[config.mk]
export PLATFORM = sky130hd
export DESIGN_NAME = sdhci_dat_receiver
export DESIGN_NICKNAME = d
export VERILOG_FILES = /design/src/rtl/sdhci_dat_receiver.sv
export SDC_FILE = /design/constraint.sdc
export NUM_CORES = 1
export LEC_CHECK = 0
export CAP_MARGIN = 0
export CELL_PAD_IN_SITES_DETAIL_PLACEMENT = 1
export CELL_PAD_IN_SITES_GLOBAL_PLACEMENT = 2
export CORE_AREA = 2 2 160 162
export CTS_CLUSTER_SIZE = 10
export DETAILED_ROUTE_END_ITERATION = 12
export DIE_AREA = 0 0 162 164
export MAX_ROUTING_LAYER = met4
export PLACE_DENSITY_LB_ADDON = 0.1
export RECOVER_POWER = 25
export SLEW_MARGIN = 20
export SYNTH_ARGS = -nofsm -noshare
export SYNTH_HDL_FRONTEND = slang
export SYNTH_SLANG_ARGS = --single-unit
export TNS_END_PERCENT = 5
[constraint.sdc]
create_clock -name sd_clk_i -period 3.2 [get_ports sd_clk_i]
set_clock_uncertainty 0.1 [all_clocks]
set_input_delay 0.96 -clock sd_clk_i [delete_from_list [all_inputs] [get_ports sd_clk_i]]
set_output_delay 0.96 -clock sd_clk_i [all_outputs]
set_load 0.01 [all_outputs]
[src/rtl/sdhci_dat_receiver.sv]
// sdhci_dat_receiver: receives one SD data block on a 1- or 4-bit DAT bus and checks per-line CRC16 and end bits.
module sdhci_dat_receiver #(
    parameter int TIMEOUT_CYCLES = 1024
) (
    input  logic        sd_clk_i,
    input  logic        rst_i,
    input  logic        start_i,
    input  logic [11:0] block_len_i,
    input  logic        bus_4bit_i,
    input  logic [3:0]  sd_dat_i,
    output logic [7:0]  data_o,
    output logic        data_valid_o,
    output logic        busy_o,
    output logic        done_o,
    output logic [3:0]  crc_err_o,
    output logic        end_err_o,
    output logic        timeout_o
);
    localparam int TW = $clog2(TIMEOUT_CYCLES + 1);
    typedef enum logic [2:0] {IDLE, WAIT_START, DATA, CRC, END, DONE} state_t;
    state_t state, state_nx;
    logic [TW-1:0] tcnt;
    logic [11:0] len, byte_cnt;
    logic [2:0] bit_cnt;
    logic [3:0] ccnt, mask;
    logic [7:0] sh, byte_nx;
    logic mode, accept, start_bit, timed_out, bit_last, last_byte;
    logic [15:0] crc [4];
    logic [15:0] rx_crc [4];

    function automatic logic [15:0] crc_step(input logic [15:0] c, input logic b);
        crc_step = {c[14:0], 1'b0} ^ ((c[15] ^ b) ? 16'h1021 : 16'h0000);
    endfunction

    always_comb begin
        mask      = mode ? 4'hF : 4'h1;
        accept    = state == IDLE && start_i && block_len_i != 12'd0;
        start_bit = (sd_dat_i & mask) == 4'h0;
        timed_out = tcnt == TW'(TIMEOUT_CYCLES - 1);
        bit_last  = mode ? bit_cnt[0] : bit_cnt == 3'd7;
        byte_nx   = mode ? {sh[3:0], sd_dat_i} : {sh[6:0], sd_dat_i[0]};
        last_byte = byte_cnt == len - 12'd1;
    end

    always_ff @(posedge sd_clk_i)
        if (rst_i) state <= IDLE;
        else       state <= state_nx;

    always_comb begin
        state_nx = state;
        case (state)
            IDLE:       state_nx = accept ? WAIT_START : IDLE;
            WAIT_START: state_nx = start_bit ? DATA : timed_out ? DONE : WAIT_START;
            DATA:       state_nx = bit_last && last_byte ? CRC : DATA;
            CRC:        state_nx = ccnt == 4'd15 ? END : CRC;
            END:        state_nx = DONE;
            default:    state_nx = IDLE;
        endcase
    end

    always_comb begin
        busy_o = state == WAIT_START || state == DATA || state == CRC || state == END;
        done_o = state == DONE;
    end

    always_ff @(posedge sd_clk_i) begin
        if (rst_i) begin
            data_o       <= 8'h00;
            data_valid_o <= 1'b0;
            crc_err_o    <= 4'h0;
            end_err_o    <= 1'b0;
            timeout_o    <= 1'b0;
            tcnt         <= '0;
            len          <= 12'd0;
            byte_cnt     <= 12'd0;
            bit_cnt      <= 3'd0;
            ccnt         <= 4'd0;
            sh           <= 8'h00;
            mode         <= 1'b0;
            for (int n = 0; n < 4; n++) begin
                crc[n]    <= 16'h0000;
                rx_crc[n] <= 16'h0000;
            end
        end else begin
            data_valid_o <= 1'b0;
            if (accept) begin
                crc_err_o <= 4'h0;
                end_err_o <= 1'b0;
                timeout_o <= 1'b0;
                tcnt      <= '0;
                len       <= block_len_i;
                mode      <= bus_4bit_i;
                byte_cnt  <= 12'd0;
                bit_cnt   <= 3'd0;
                ccnt      <= 4'd0;
                for (int n = 0; n < 4; n++) begin
                    crc[n]    <= 16'h0000;
                    rx_crc[n] <= 16'h0000;
                end
            end
            case (state)
                WAIT_START: begin
                    tcnt <= tcnt + 1'b1;
                    if (!start_bit && timed_out) timeout_o <= 1'b1;
                end
                DATA: begin
                    sh      <= byte_nx;
                    bit_cnt <= bit_last ? 3'd0 : bit_cnt + 3'd1;
                    // Idle lines also run through a CRC; END masks them out.
                    for (int n = 0; n < 4; n++) crc[n] <= crc_step(crc[n], sd_dat_i[n]);
                    if (bit_last) begin
                        data_o       <= byte_nx;
                        data_valid_o <= 1'b1;
                        byte_cnt     <= byte_cnt + 12'd1;
                    end
                end
                CRC: begin
                    ccnt <= ccnt + 4'd1;
                    for (int n = 0; n < 4; n++) rx_crc[n] <= {rx_crc[n][14:0], sd_dat_i[n]};
                end
                END: begin
                    end_err_o <= |(~sd_dat_i & mask);
                    for (int n = 0; n < 4; n++) crc_err_o[n] <= mask[n] && crc[n] != rx_crc[n];
                end
                default: ;
            endcase
        end
    end
endmodule

==> run_results.csv <==
group,metric,value,unit
worst_hold_path,hold_path.class,"reg -> reg",
worst_setup_path,critical_path_class,"reg -> out",
logic_synthesis,synth.distinct_cells,58,
clocking,cts.clk_slew.worst_paths,70,ps
placed_design,port_buffers,36,
grt,gr-max-usage-layer,"met2",
route,wl_per_cell,17.3,um
floorplanning,die_height,164,um
sta,hold_violations,0,
grt,grt_start_max_net_pins,49,
floorplanning,dieArea,26600,um2
logic_synthesis,syn_nets,895,
clocking,htree_levels,4,
worst_setup_path,crit_start,"state[2]",
flow_run,cap_violations,0,
floorplanning,core,24800,um2
logic_synthesis,yosysSeqAreaShare,0.553,
clocking,cts_tree,"yes",
worst_setup_path,r2r_slack,400,ps
logic_synthesis,syn_inst,869,
route,via_count,6370,
worst_setup_path,max_stage_delay,610,ps
route,antenna_left,0,
route,first_pass_iters,4,
logic_synthesis,synth_common_cells,"121 x nand2_1, 100 x dfxtp_1, 96 x edfxtp_1, 93 x and2_1, 73 x nor2_1",
final_layout,seq_area,4880,um2
logic_synthesis,synth_area_leaders,"edfxtp_1 33%, dfxtp_1 23%, and2_1 6.6%",
final_layout,final_cell_area,10300,um2
grt,grt_pass1_wl,36200,um
worst_setup_path,path_max_fanout,14,
sta,rsz0062_at_grt,"no",
worst_setup_path,end_kind,"primary output",
clocking,postCtsHoldBufs,0,
logic_synthesis,yosys_warnings,0,
grt,grt_util_met2,0.278,
route,wl,21800,um
final_layout,post-route-util,0.415,
final_layout,fin_nets,944,
clocking,clkSinkCount,196,
logic_synthesis,synth_enable_flop_cells,96,
final_layout,fillCellCount,2799,
grt,grt_pass1_vias,6622,
floorplanning,dieWidth,162,um
final_layout,antenna_cells,0,
floorplanning,io_pins,37,
sta,fin_crit,3040,ps
worst_setup_path,crit-reg2reg-capture,"byte_cnt[7]",
sta,fin_crit_sh,0.950,
grt,grt_use_met3,0.0260,
run_status,outcome,"complete, no violations",
sta,setup_viol,0,
logic_synthesis,synth_seq_cells,196,
sta,max_freq,0.329,GHz
floorplanning,initial_core_util,0.356,
final_layout,drive_above_1_share,0.0892,
clocking,cts_setup_buffers,0,
logic_synthesis,ys.flop_type,"dfxtp_1",
clocking,cts_root_buf,"clkbuf_16",
worst_setup_path,crit_arrival,1980,ps
worst_setup_path,cp.buffers_inverters,1,
logic_synthesis,yosys.area.top_type,"edfxtp_1",
logic_synthesis,post_synth.cell_area_avg,10.2,um2
grt,grtUsageMet1,0.245,
clocking,cts_resized,0,
grt,grt-ovfl-total,0,
worst_setup_path,cpMaxStageDelayCell,"dfxtp_1",
logic_synthesis,synthArstFlopShare,0,
placed_design,dp_hpwl,15300,um
placed_design,place_area,9780,um2
grt,track_usage,0.179,
sta,max_slew_margin,0.105,
clocking,worstSkewPairLatency,430,ps
worst_setup_path,ff2ff_path_depth,8,
sta,slew_violations,0,
logic_synthesis,yosysMostFrequentCell,"nand2_1",
final_layout,multiInputGateArea,3740,um2
route,drcViolationCount,0,
placed_design,gp_congestion,0.765,
logic_synthesis,netlist_area,8830,um2
sta,hold_ws,369,ps
power,p_per_area,534,nW/um2
worst_setup_path,cpLargestDelayFamily,"flip-flops",
route,viasPerCell,5.05,
worst_setup_path,critPathLaunchType,"flip-flop",
power,leakagePower,3.83,nW
clocking,clock_tree.buffer_depth,2,
worst_setup_path,cp.required,2140,ps
power,ir_drop,0.275,mV
worst_setup_path,r2r_start,"state[1]",
sta,tightest_slew,1340,ps
worst_hold_path,min_to,"data_o[0]",
route,dr.first_iter.drc_count,300,
worst_hold_path,hold_path_depth,2,
grt,antenna_found_initial,0,
logic_synthesis,yosys.area.top_type_share,0.326,
worst_hold_path,worst_hold_startpoint,"data_o[0]",
final_layout,area_delta_synth_final,16.7,%
worst_setup_path,crit_chain,"nor2b_1 > nor2_1 > clkdlybuf4s50_1",
clocking,cts_buffers,17,
floorplanning,rows,58,
## cells in the final DEF (no fill, tap or decap), types with 3 or more instances in the layout
cell type	synthesis	routed
mux2_2	4	4
clkbuf_1	35	5
a211oi_1	20	20
xor2_1	60	60
mux2i_1	8	8
nand4_1	10	10
nand3b_1	7	7
nand2_1	121	121
edfxtp_1	96	96
nor2b_1	3	3
dlygate4sd3_1	0	6
dfxtp_1	100	100
and2_0	0	21
o21ai_0	13	13
buf_12	0	4
clkbuf_16	0	17
clkinv_4	0	3
nor2_1	73	72
clkdlybuf4s50_1	0	29
inv_8	0	5
nor3_1	11	11
a32oi_1	5	5
and3_1	8	8
nor2_2	1	3
and2_1	93	72
a21oi_1	70	70
o31a_1	3	3
buf_4	2	32
nand2b_1	3	3
xnor2_1	28	28
a311oi_1	5	5
ha_1	6	6
a31oi_1	6	6
nor4_1	14	14
or4_1	4	4
nand3_1	18	18
## state kept, by name, summed over array words and instances, names as in the netlist, 3 cells and up
| signal | count |
|---|---|
| rx_crc | 64 |
| data_o | 8 |
| sh | 7 |
| state | 3 |
| crc | 64 |
| bit_cnt | 3 |
| crc_err_o | 4 |
| tcnt | 11 |
| byte_cnt | 12 |
| len | 12 |
| ccnt | 4 |
## worst max-delay path by stage
| stage | end | slack, ps | depth (start not counted) |
|---|---|---|---|
| floorplan | rx_crc[0][0] | -230 | 5 |
| global placement | byte_cnt[9] | -70 | 8 |
| detailed placement | tcnt[8] | -120 | 8 |
| CTS | busy_o | 100 | 3 |
| global route | busy_o | 60 | 3 |
| finish | busy_o | 160 | 3 |
## power by group
group | switching, mW | internal, mW | leakage [nW]
registers | 0.107 | 2.76 | 1.86
logic | 0.313 | 0.236 | 1.71
clock network | 1.05 | 1.04 | 0.270
total | 1.47 | 4.04 | 3.83
## tightest hold or removal path, stage by stage (launching register included)
cell	delay (ps)
dfxtp_1	320
nand2_1	50
a21oi_1	60
## stage by stage
step / std cells / setup TNS [ps] / worst slack, ps / power (mW)
finish: 1261 / 0 / 159 / 5.51
global placement: 1229 / -3680 / -66.3 / 3.47
floorplan: 869 / -14860 / -233 / 3.25
CTS: 1261 / 0 / 97.5 / 5.59
global route: 1261 / 0 / 57.2 / 5.75
detailed placement: 1229 / -5930 / -123 / 3.49
## cell families after synthesis
logic type	after synthesis	share of synthesized area
AO/OA/AOI/OAI	138	0.0969
XOR/XNOR	88	0.0873
adder cells (fa/ha/maj)	6	0.00850
buffers and inverters	49	0.0234
flip-flops	196	0.553
multiplexers	13	0.0154
AND/OR/NAND/NOR	379	0.215
## final cells by class
cell class / instances / area share
Multi-Input combinational cell: 624 / 0.363
Sequential cell: 196 / 0.474
Clock buffer: 18 / 0.0416
Tap cell: 330 / 0.0401
Clock inverter: 14 / 0.0132
Timing Repair Buffer: 77 / 0.0675
Inverter: 2 / 0.000728
## metal layers
| metal | wire length, um | up-vias |
|---|---|---|
| met1 | 10800 | 3157 |
| met3 | 551 | 21 |
| li1 | - | 3128 |
| met5 | 0 | - |
| met2 | 10200 | 64 |
| met4 | 270 | 0 |
(Power assumes the default switching activity.)
